File: config.mk
export PLATFORM = sky130hd
export DESIGN_NAME = adc_eth_framer
export DESIGN_NICKNAME = d
export VERILOG_FILES = /design/src/rtl/adc_eth_framer.sv
export SDC_FILE = /design/constraint.sdc
export NUM_CORES = 1
export LEC_CHECK = 0
export CORE_MARGIN = 4
export CORE_UTILIZATION = 56
export DETAILED_ROUTE_END_ITERATION = 8
export PLACE_DENSITY_LB_ADDON = 0.08
export SYNTH_ARGS = -nofsm -noshare
export SYNTH_HDL_FRONTEND = slang
export SYNTH_SLANG_ARGS = --single-unit
File: constraint.sdc
create_clock -name clk125 -period 7.2 [get_ports clk125]
set_input_delay 1.08 -clock clk125 [delete_from_list [all_inputs] [get_ports clk125]]
set_output_delay 1.08 -clock clk125 [all_outputs]
set_load 0.02 [all_outputs]
File: src/rtl/adc_eth_framer.sv
// adc_eth_framer: turns each completed ADC buffer bank into one Ethernet II frame byte stream.
// Optional macro FRAMER_TEST_PATTERN_EN replaces the buffer payload with a seq-offset ramp.
module adc_eth_framer #(
    parameter logic [47:0] DST_MAC     = 48'hFFFF_FFFF_FFFF,
    parameter logic [47:0] SRC_MAC     = 48'h0200_0000_0001,
    parameter logic [15:0] ETYPE       = 16'h88B5,
    parameter int unsigned PAYLOAD_LEN = 1024,
    parameter int unsigned RD_LAT      = 2,
    parameter int unsigned IFG_LEN     = 12
) (
    input  logic        clk125,
    input  logic        rstn,
    input  logic        idx,
    output logic [10:0] rd_addr,
    input  logic [7:0]  rd_data,
    output logic [7:0]  tx_data,
    output logic        tx_en,
    output logic        busy,
    output logic [15:0] seq,
    output logic [7:0]  drop_cnt
);
    typedef enum logic [2:0] {StIdle, StPre, StHdr, StPay, StFcs, StIfg} state_e;

    localparam logic [10:0] PreLast     = 11'd7;
    localparam logic [10:0] HdrLast     = 11'd15;
    localparam logic [10:0] PayLast     = 11'(PAYLOAD_LEN - 1);
    localparam logic [10:0] FcsLast     = 11'd3;
    localparam logic [10:0] IfgLast     = 11'(IFG_LEN - 1);
    localparam logic [10:0] HdrIssue    = 11'(16 - RD_LAT);
    localparam logic [10:0] PayIssueEnd = 11'(PAYLOAD_LEN - 1 - RD_LAT);

    state_e       state_q, state_d;
    logic [10:0]  cnt_q;
    logic         idx_meta_q, idx_sync_q, idx_prev_q;
    logic         trig, trig_bank, start, issue;
    logic         bank_q, pend_q, pend_bank_q;
    logic [9:0]   rd_off_q;
    logic [15:0]  seq_q;
    logic [7:0]   drop_q;
    logic [31:0]  crc_q;
    logic [7:0]   pay_byte;
    logic [127:0] hdr_vec;
    logic [7:0]   hdr_bytes [16];

    function automatic logic [31:0] crc32_byte(input logic [31:0] crc, input logic [7:0] data);
        logic [31:0] c;
        c = crc ^ {24'h0, data};
        for (int i = 0; i < 8; i++) begin
            c = c[0] ? ((c >> 1) ^ 32'hEDB8_8320) : (c >> 1);
        end
        return c;
    endfunction

    always_ff @(posedge clk125 or negedge rstn) begin
        if (!rstn) begin
            idx_meta_q <= 1'b0;
            idx_sync_q <= 1'b0;
            idx_prev_q <= 1'b0;
        end else begin
            idx_meta_q <= idx;
            idx_sync_q <= idx_meta_q;
            idx_prev_q <= idx_sync_q;
        end
    end

    // The bank that just completed is the one selected before the toggle.
    assign trig      = idx_sync_q ^ idx_prev_q;
    assign trig_bank = idx_prev_q;

    always_ff @(posedge clk125 or negedge rstn) begin
        if (!rstn) state_q <= StIdle;
        else       state_q <= state_d;
    end

    always_comb begin
        state_d = state_q;
        unique case (state_q)
            StIdle:  if (trig || pend_q)     state_d = StPre;
            StPre:   if (cnt_q == PreLast)   state_d = StHdr;
            StHdr:   if (cnt_q == HdrLast)   state_d = StPay;
            StPay:   if (cnt_q == PayLast)   state_d = StFcs;
            StFcs:   if (cnt_q == FcsLast)   state_d = StIfg;
            StIfg:   if (cnt_q == IfgLast)   state_d = StIdle;
            default:                         state_d = StIdle;
        endcase
    end

    always_comb begin
        hdr_vec = {DST_MAC, SRC_MAC, ETYPE, seq_q};
        for (int i = 0; i < 16; i++) begin
            hdr_bytes[i] = hdr_vec[8*(15-i) +: 8];
        end
    end

`ifdef FRAMER_TEST_PATTERN_EN
    logic unused_rd_data;
    assign unused_rd_data = ^rd_data;
    assign pay_byte       = cnt_q[7:0] + seq_q[7:0];
`else
    assign pay_byte = rd_data;
`endif

    always_comb begin
        tx_en   = 1'b0;
        tx_data = 8'h00;
        busy    = (state_q != StIdle);
        unique case (state_q)
            StPre: begin
                tx_en   = 1'b1;
                tx_data = (cnt_q == PreLast) ? 8'hD5 : 8'h55;
            end
            StHdr: begin
                tx_en   = 1'b1;
                tx_data = hdr_bytes[cnt_q[3:0]];
            end
            StPay: begin
                tx_en   = 1'b1;
                tx_data = pay_byte;
            end
            StFcs: begin
                tx_en   = 1'b1;
                tx_data = ~crc_q[{cnt_q[1:0], 3'b000} +: 8];
            end
            default: ;
        endcase
    end

    assign start = (state_q == StIdle) && (trig || pend_q);
    // Address for payload byte k is held RD_LAT cycles ahead of its transmit slot.
    assign issue = ((state_q == StHdr) && (cnt_q >= HdrIssue)) ||
                   ((state_q == StPay) && (cnt_q < PayIssueEnd));

    always_ff @(posedge clk125 or negedge rstn) begin
        if (!rstn)                      cnt_q <= '0;
        else if (state_d != state_q)    cnt_q <= '0;
        else if (state_q != StIdle)     cnt_q <= cnt_q + 11'd1;
    end

    always_ff @(posedge clk125 or negedge rstn) begin
        if (!rstn) begin
            seq_q    <= '0;
            rd_off_q <= '0;
            crc_q    <= '1;
        end else if (start) begin
            seq_q    <= seq_q + 16'd1;
            rd_off_q <= '0;
            crc_q    <= '1;
        end else begin
            if (issue) rd_off_q <= rd_off_q + 10'd1;
            if (state_q inside {StHdr, StPay}) crc_q <= crc32_byte(crc_q, tx_data);
        end
    end

    always_ff @(posedge clk125 or negedge rstn) begin
        if (!rstn) begin
            bank_q      <= 1'b0;
            pend_q      <= 1'b0;
            pend_bank_q <= 1'b0;
            drop_q      <= '0;
        end else if (start) begin
            if (pend_q) begin
                bank_q      <= pend_bank_q;
                pend_q      <= trig;
                pend_bank_q <= trig_bank;
            end else begin
                bank_q <= trig_bank;
            end
        end else if (trig && (state_q != StIdle)) begin
            if (!pend_q) begin
                pend_q      <= 1'b1;
                pend_bank_q <= trig_bank;
            end else if (drop_q != 8'hFF) begin
                drop_q <= drop_q + 8'd1;
            end
        end
    end

    assign rd_addr  = {bank_q, rd_off_q};
    assign seq      = seq_q;
    assign drop_cnt = drop_q;

endmodule
* After elaboration in Yosys (flattened, before gate mapping)
Index checks and enable logic that the tools add are counted.
W data, S select, Z words.
** Operators by class
- $add $sub $neg :: 4
- Order comparisons :: 3
- Equal/unequal tests :: 13
- Shift-type cells :: 1
- Multiplexer cells :: 34
- Bitwise operators :: 13
- Reductions and logical operators :: 16
** Operators with widths (count)
- $mux W32 :: 10
- $not A13 Y14 :: 8
- $bmux W8 S4 :: 1
- $pmux W8 S4 :: 1
- $shiftx A32 B6 Y8 :: 1
- $xor A32 B8 Y32 :: 1
- $mux W8 :: 3
- $eq A11 B4 Y1 const B :: 2
- $mux W11 :: 2
- $mux W10 :: 2
- $mux W3 :: 6
- $pmux W3 S6 :: 1
- $add A16 B1 Y16 const B :: 1
- $add A11 B1 Y11 const B :: 1
- $eq A11 B10 Y1 const B :: 1
- $eq A11 B2 Y1 const B :: 1
- $eq A11 B3 Y1 const B :: 1
- $ge A11 B4 Y1 const B :: 1
- $lt A11 B10 Y1 const B :: 1
- $add A10 B1 Y10 const B :: 1
- $reduce_bool A2 Y1 :: 5
- $add A8 B1 Y8 const B :: 1
- $mux W1 :: 8
- $ne A8 B8 Y1 const B :: 1
- 17 further kinds :: 23
** Word-level totals
- Register bits after elaboration :: 86
- Input port bits :: 11
- Output and inout port bits :: 45
- Logic and storage cells :: 96

* Longest topological paths before layout
Gate-level depths: netlist of the first run.
- Depth after elaboration :: 24
- Gate-level depth with buffers :: 11
- Mapped depth without buffers :: 9

* Worst setup path after synthesis of the first run
Ideal clock, no wire load.
- Kind :: register -> output
- From :: reg cnt_q[1]
- To :: out tx_data[7]
- Data arrival time :: 2008 ps
- Required time :: 6120 ps
- Slack :: 4112 ps
- Cell stages (with the launch flop) :: 8
- Cells stage by stage :: dfrtp_1 -> ha_1 -> buf_2 -> or4b_2 -> nor3_1 -> o2bb2ai_1 -> a211oi_2 -> inv_1
** On the way
- Word-level cells in the longest chain between the ends :: 5
** Ends and longest elaborated chain
- start: declaration :: RTL line 33 : logic [10:0] cnt_q;
- start signal: assignment :: RTL line 136 : else if (state_q != StIdle) cnt_q <= cnt_q + 11'd1;
- $not A4 Y5 (implied by the code) :: RTL line 114 : tx_data = hdr_bytes[cnt_q[3:0]];
- $bmux W8 S4 :: RTL line 114
- $mux W8 (implied by the code) (2 in series) :: RTL line 114
- $pmux W8 S4 (*) :: RTL line 107 : unique case (state_q)
- end: declaration :: RTL line 16 : output logic [7:0] tx_data,
Every way passes the cells marked *; elsewhere a longest branch is shown, timed or not. The select of a mux whose other input is x is not followed.

* Worst setup path in the final report of the first run
- From :: reg cnt_q[0]
- To :: out tx_data[7]
Same word-level chain as after synthesis.

==> flow_summary.ini, run 1 <==
[cells_and_area]
nNetsFinal = 558
n_antenna_cell = 0
final_common_cell = nor2_1
syn_to_final_growth_pct = 14.6
layout_common_cells = nor2_1, dfrtp_1, clkdlybuf4s50_1
final_layout_size_suffix_gt1_share_pct = 15.8

[clock_network]
cts_tree = done
clockBufferDepth = 2
clock-root-buffer = clkbuf_8
clk_pin_slew_ns = 0.09
cts_sinks = 86
cts_post_setup_buffers_inserted = 0
cts_buffers = 9
cts_resized = 0
htree_levels = 3
insertion_delay_ns = 0.36
cts-hold-fix-buffers = 0

[yosys]
ys.flop_type = dfrtp_1
synth_seq_area_share_pct = 40.9
synth_fp_nets = 512
syn_area_mm2 = 0.00535
synth_edf_count = 0
async_reset_ff_share_pct = 100
postSynthCellCount = 495
ys_ff_latch = 86
synth.avg_cell_area_um2 = 10.8
synth.distinct_cells = 69
yosys_warnings = 0

[sta]
setup_tns_ns = 0
relSlewSlack_pct = 34.1
tightest_slew_ns = 0.988
finClkSkew_ns = 0.0122
min_period_ns = 4.79
max_freq_mhz = 209
rsz0062_at_grt = false
fin_crit_sh_pct = 66.5
finalHoldViolations = 0
drv_slew = 0
setup_viol = 0

[min_path]
hold_class = reg2reg

[grt]
grt_pass1_vias = 3851
grt_use_met2_pct = 35.7
grt_max_degree = 64
antenna_found_initial = 0
use_met1_pct = 31.7
overflow = 0
grt-busiest-layer = met2
track_usage_pct = 22.2
grtUsageMet3_pct = 3.67
grt_pass1_wl_um = 19900

[routing]
drt_iter0_drc = 187
dr_total_vias = 3805
wl_per_cell_um = 17.4
viasPerCell = 5.64
antenna_left = 0
drt-total-wl_um = 11700
drcViolationCount = 0
dr.pass1.iters = 4

[floorplanning]
die_area_mm2 = 0.0112
dieWidth_um = 106
ioPinCount = 56
num_rows = 35
die_y_um = 106
core_mm2 = 0.00928
initial_utilization_pct = 57.7

[critical_path]
criticalPathCategory = reg2out
end_kind = output port
crit_required_ns = 6.12
worstPathArrival_ns = 3.71
critPathMaxFanout = 26
cp-start-kind = flop

[job]
drv_cap = 0

[placed_design]
portBuffers = 55
post-dp-hpwl_um = 8510
place.gp.congestion = 0.842

[run_status]
status = complete, no violations
-- logic make-up after synthesis --
group,after synthesis,synth area share (%)
compound gates,82,10.8
xor+xnor,109,23.1
fa+ha+maj,7,1.59
buf+inv,36,3.72
flops,86,40.9
mux,15,5.09
simple gates,160,14.7
-- metrics by stage --
stage	area [um2]	std cells	worst slack, ns	utilization, %	hold slack (ns)
after floorplan	5350	495	4.11	-	0.331
after global routing	6140	675	2.14	66.1	0.372
after detailed placement	5940	659	2.78	64.0	0.336
after global placement	5940	659	2.86	64.0	0.335
after CTS	6140	675	2.39	66.1	0.358
final	6140	675	2.41	66.1	0.355
-- synth_stat cells, types with 8 or more instances --
| library cell | number | area, um2 |
|---|---|---|
| nand2_1 | 24 | 90.1 |
| xnor2_2 | 9 | 146 |
| nand3_1 | 13 | 65.1 |
| dfrtp_1 | 54 | 1350 |
| dfstp_2 | 32 | 841 |
| nor2_1 | 68 | 255 |
| a21oi_1 | 36 | 180 |
| xnor2_1 | 53 | 464 |
| and3_1 | 8 | 50.1 |
| nor3_1 | 9 | 45.0 |
| clkbuf_1 | 13 | 48.8 |
| inv_1 | 12 | 45.0 |
| xor2_1 | 32 | 280 |
-- critical path: stages (launching register included) --
cell and delay (ns):
dfrtp_1 1.00, ha_1 0.46, or4b_2 0.61, nor3_1 0.31, o2bb2ai_1 0.18, a211oi_2 0.09
inv_1 0.09, clkdlybuf4s50_1 0.60
-- area by class of cell --
type	count	area, um2
multi-input combinational	373	2970
fill	750	3150
clock buffer	11	151
inverter	12	45.0
sequential	86	2190
clock inverter	5	42.5
timing repair buffer	59	578
tap	129	161
-- state kept, by name, indices dropped and copies added, names as in the netlist --
| signal | cells |
|---|---|
| idx_prev_q | 1 |
| rd_off_q | 10 |
| drop_cnt | 8 |
| pend_q | 1 |
| crc_q | 32 |
| bank_q | 1 |
| idx_sync_q | 1 |
| state_q | 3 |
| idx_meta_q | 1 |
| cnt_q | 11 |
| seq | 16 |
| pend_bank_q | 1 |
-- worst paths after layout --
kind                            slack, ns     endpoint  cells after the start  startpoint
min in group asynchronous            0.59     cnt_q[5]                      1        rstn
worst min-delay path                 0.36   idx_sync_q                      0  idx_meta_q
worst min register to register       0.36   idx_sync_q                      0  idx_meta_q
worst max-delay path                 2.41   tx_data[7]                      7    cnt_q[0]
worst max register to register       3.25    crc_q[24]                      9    cnt_q[0]
max in group asynchronous            5.51  drop_cnt[1]                      2        rstn
-- metal layers --
layer / routed length (um) / vias up
met5: 0 / -
met2: 5610 / 79
met3: 370 / 17
li1: - / 1815
met4: 181 / 0
met1: 5560 / 1894
Power of run 1 is left out: the tool's default activity adds up to more than one toggle a clock period on the data nets, which glitch-free logic cannot reach.
==> inputs of run 2 (changes only) <==
Settings changed: CORE_UTILIZATION 56 to 52.
Clock period 7.2 ns to 4.4 ns, I/O delays scaled along.
==> run 2 against run 1 <==
Net effect:
- cell count is 0.59% higher
- clock-buffer cell count increased by 1
- register-to-register slack got worse by 2.2 ns
- global-route usage up 0.090 points
==> flow_summary.ini, run 2 (synthesis gave the netlist of run 1 again) <==
[sta]
finClkSkew_ns = 0.0128
tightest_slew_ns = 1.08
fin_crit_sh_pct = 83.4
finalHoldViolations = 0
relSlewSlack_pct = 28.3
setup_viol = 0
drv_slew = 0
setup_tns_ns = 0
rsz0062_at_grt = false
min_period_ns = 3.67
max_freq_mhz = 273

[cells_and_area]
syn_to_final_growth_pct = 14.8
final_cells = 679
final_common_cell = nor2_1
top_register = crc_q
num-fill-cells = 807
largest_reg_flops = 32
utilization_pct = 62.0
final_layout_size_suffix_gt1_share_pct = 15.6
regArea_mm2 = 0.00219
n_antenna_cell = 0
nNetsFinal = 558
multi_input_area_mm2 = 0.00297
layout_common_cells = nor2_1, dfrtp_1, clkdlybuf4s50_1

[routing]
drcViolationCount = 0
dr.pass1.iters = 4
drt_iter0_drc = 168
antenna_left = 0
viasPerCell = 5.53
dr_total_vias = 3755
wl_per_cell_um = 17.9
drt-total-wl_um = 12100

[job]
drv_cap = 0

[floorplanning]
initial_utilization_pct = 54.0
die_y_um = 109
die_area_mm2 = 0.0120
ioPinCount = 56
core_mm2 = 0.00991
num_rows = 36
dieWidth_um = 109

[clock_network]
cts_sinks = 86
clk_pin_slew_ns = 0.08
htree_levels = 3
cts-hold-fix-buffers = 0
cts_post_setup_buffers_inserted = 0
cts_buffers = 9
cts_resized = 0
cts_tree = done
insertion_delay_ns = 0.36
clock-root-buffer = clkbuf_8
clockBufferDepth = 2

[placed_design]
place_inst = 663
portBuffers = 55
post-dp-hpwl_um = 8780
place.gp.congestion = 0.844

[min_path]
holdCritStartpoint = idx_meta_q
min_to = idx_sync_q
hold_class = reg2reg
hold_path_depth = 0

[critical_path]
r2r_slack_ns = 1.09
r2r_end = crc_q[24]
worstPathArrival_ns = 3.01
rr_worst_depth = 8
end_kind = output port
crit_required_ns = 3.74
cp-start-kind = flop
critPathMaxFanout = 15
r2r_start = state_q[1]
criticalPathCategory = reg2out

[grt]
grt_pass1_vias = 3800
track_usage_pct = 22.3
grt_max_degree = 87
antenna_found_initial = 0
grt_pass1_wl_um = 20400
overflow = 0

[run_status]
status = complete, no violations
run 2: cell count changes in the layout (fill, tap and decap cells not counted):
cell | previous run | this run
clkinv_2 | 0 | 3
clkinv_4 | 3 | 0
bufinv_16 | 0 | 1
clkbuf_1 | 0 | 1
clkinvlp_4 | 1 | 0
inv_6 | 1 | 0
run 2: critical path, stage by stage, from the launching register on:
cell and delay, ns:
dfrtp_1 0.60, nand2b_1 0.43, a311oi_2 0.60, a21oi_1 0.29, inv_1 0.11, clkdlybuf4s50_1 0.61
run 2: per-stage QoR:
step / setup WS, ns / hold WS (ns) / cell area [um2]
final: 0.733 / 0.377 / 6150
after global routing: 0.465 / 0.382 / 6150
after CTS: 0.700 / 0.380 / 6150
after detailed placement: 1.12 / 0.361 / 5950
after global placement: 1.20 / 0.334 / 5950
after floorplan: 1.51 / 0.331 / 5350
run 2: metal layers:
layer / part of all wire (%) / track usage (%) / vias to the layer above
met5: 0 / 0 / -
met3: 4.3 / 3.23 / 11
met1: 47 / 32.0 / 1851
met4: 1.5 / 7.12 / 0
met2: 47 / 35.1 / 80
li1: - / - / 1813
run 2: how the worst max path moves through the flow:
stage | startpoint | end | slack, ns | cells past startpoint
6_report | state_q[1] | tx_data[2] | 0.73 | 5
5_1_grt | state_q[1] | tx_data[2] | 0.46 | 5
4_1_cts | state_q[1] | tx_data[2] | 0.70 | 5
3_5_place_dp | state_q[1] | crc_q[24] | 1.12 | 8
3_3_place_gp | state_q[1] | tx_data[2] | 1.20 | 5
2_1_floorplan | cnt_q[1] | crc_q[24] | 1.51 | 10
run 2: final cells by class:
| type | instances | share of cell area [%] |
|---|---|---|
| multi-input combinational | 373 | 48.2 |
| sequential | 86 | 35.7 |
| inverter | 12 | 0.733 |
| clock inverter | 4 | 0.733 |
| tap | 133 | 2.71 |
| timing repair buffer | 59 | 9.40 |
| clock buffer | 12 | 2.52 |
Power of run 2 is left out for the same reason.
==> RTL change (config.mk and constraints of run 1) <==
Reset style: synchronous (`rstn`), changed in 5 clocked blocks.
--- a/src/rtl/adc_eth_framer.sv
+++ b/src/rtl/adc_eth_framer.sv
@@ -52,5 +52,5 @@
     endfunction
 
-    always_ff @(posedge clk125 or negedge rstn) begin
+    always_ff @(posedge clk125) begin
         if (!rstn) begin
             idx_meta_q <= 1'b0;
@@ -68,5 +68,5 @@
     assign trig_bank = idx_prev_q;
 
-    always_ff @(posedge clk125 or negedge rstn) begin
+    always_ff @(posedge clk125) begin
         if (!rstn) state_q <= StIdle;
         else       state_q <= state_d;
@@ -131,5 +131,5 @@
                    ((state_q == StPay) && (cnt_q < PayIssueEnd));
 
-    always_ff @(posedge clk125 or negedge rstn) begin
+    always_ff @(posedge clk125) begin
         if (!rstn)                      cnt_q <= '0;
         else if (state_d != state_q)    cnt_q <= '0;
@@ -137,5 +137,5 @@
     end
 
-    always_ff @(posedge clk125 or negedge rstn) begin
+    always_ff @(posedge clk125) begin
         if (!rstn) begin
             seq_q    <= '0;
@@ -152,5 +152,5 @@
     end
 
-    always_ff @(posedge clk125 or negedge rstn) begin
+    always_ff @(posedge clk125) begin
         if (!rstn) begin
             bank_q      <= 1'b0;
Behaviour: differs if rstn is asserted again (counterexample within 4 cycles, from zero or initial values and one cycle with rstn low); with rstn held inactive, the same outputs for 10 cycles.
==> RTL change against run 1 <==
  * Worst setup slack improved by 0.49 ns
  * Wire length shrank 2.4%
  * Clock skew shrank 0.00086 ns
  * Synthesized area fell by 4.2%
  * Synthesized cell count grew 10%
  * Maximum frequency rose by 11%
  * First-iteration DRC count rose by 1.6%
  * Sequential cell count stayed put
  * Critical path depth fell by 3
  * Count of clock-buffer cells in the layout is 1 higher
  * Final area decreased by 4.4%
  * Critical path type unchanged
Power is left out: it rests on default switching activity, and per cell area and clock period it moved more than threefold.
==> RTL change: results (changes against run 1) <==
[cts]
cts_root_buf=clkbuf_8
htree_levels=3  ; unchanged
numCtsBuffers=9  ; unchanged
clk_pin_slew_ns=0.09  ; about the same
clk_latency_ns=0.36  ; about the same
ctsHoldBuffers=0  ; unchanged
clockBufferDepth=2  ; unchanged
cts_resized=0  ; unchanged
post-cts-setup-buffer-count=0  ; unchanged

[synth]
synthTopCellsByArea=dfxtp_1, xnor2_1, xor2_1
synth_warnings=0  ; unchanged
synth_nets=563  ; +10%
async_flop_share_pct=0  ; -100 points
synth_mux_area_share_pct=5.17  ; +0.075 points
synth_common_cells=dfxtp_1, xnor2_1, nand2_1, nor2_1, xor2_1
synth-xor-area-share_pct=23.3  ; +0.13 points
synth_compound_area_share_pct=13.2  ; +2.3 points
ys_seq_area_share_pct=33.6  ; -7.4 points
synthDistinctLibCells=67  ; -2.9%
synth_fa_ha_area_share_pct=1.46  ; -0.13 points

[setup_path]
worst-path-max-fanout=63  ; +140%
timing.critical_path.arrival_ns=3.22  ; -0.49 ns
startpoint=state_q[1]
reg2reg_from=cnt_q[0]
critPathLaunchType=register

[placement]
dpl_cell_area_sq_mm=0.00568  ; -4.4%
port_buffers=55  ; unchanged
dp_slack_ns=3.32  ; +0.544 ns
place_hpwl_mm=8.06  ; -5.2%
gp_congestion=0.888  ; +5.4%

[sta]
skew_ns=0.0113  ; -0.000864 ns
slew_headroom_pct=25.0  ; -9.2 points

[layout]
largest-register=crc_q
nets=598  ; +7.2%
antenna_cells=0  ; unchanged
drive_above_1_share_pct=8.87  ; -6.9 points
largest_reg_flops=32  ; unchanged

[global_route]
antenna_found_initial=0  ; unchanged
grtUsageTotal_pct=21.6  ; -0.68 points
grt_max_degree=64  ; unchanged
grt_pass1_wl_mm=19.1  ; -3.9%
grt_pass1_vias=3820  ; -0.80%

[hold_path]
hold_path_class=reg2reg
min_from=idx_meta_q

[detailed_routing]
drtIter0Drc=190  ; +1.6%
dr.pass1.iters=5  ; +1
num_vias=4013  ; +5.5%
drt-total-wl_mm=11.4  ; -2.4%

[run_status]
status=completed

==> RTL change: cell count changes in the layout (fill, tap and decap cells not counted), sizes merged, moves of 7 or more <==
cell    change
nand4       +8
o21ai      +11
nor2       -29
a21oi      -18
dfxtp      +86
dfstp      -32
xnor2       -7
o211ai     +22
and2       +21
nand2      +27
dfrtp      -54
==> RTL change: logic make-up after synthesis <==
family	count (synthesis)
simple gates	197
fa+ha+maj	6
mux	16
xor+xnor	104
flops	86
compound gates	96
buf+inv	41
==> RTL change: path summary, 6_finish.rpt <==
kind           endpoint  slack (ns)  cells past startpoint
min          idx_sync_q        0.45                      1
min reg2reg  idx_sync_q        0.45                      1
max reg2reg   crc_q[19]        3.58                      9
max          tx_data[7]        2.90                      4
==> RTL change: metrics by stage <==
step | util (%) | std cells
after global placement | 64.5 | 678
after CTS | 66.6 | 694
after global routing | 66.6 | 694
after floorplan | - | 546
after detailed placement | 64.5 | 678
final | 66.6 | 694
==> RTL change: worst max-delay path, cell delays in order (launching register included) <==
cell             delay, ns
dfxtp_1               0.72
nand2b_2              0.75
o311a_2               0.71
inv_1                 0.07
clkdlybuf4s50_1       0.60
==> RTL change: area by class of cell <==
type,count,area (sq um)
inverters,9,33.8
well taps,108,135
multi-input cells,419,3230
repair buffers,56,558
fillers,748,2940
clock inverters,4,31.3
clock buffers,12,155
flip-flops and latches,86,1720
==> RTL change: layer usage <==
layer,vias up,GRT usage (%),part of all wire [%]
li1,1973,-,-
met1,1905,29.9,47
met2,119,33.5,46
met3,16,4.17,6.0
met4,0,7.98,1.6
met5,-,0,0
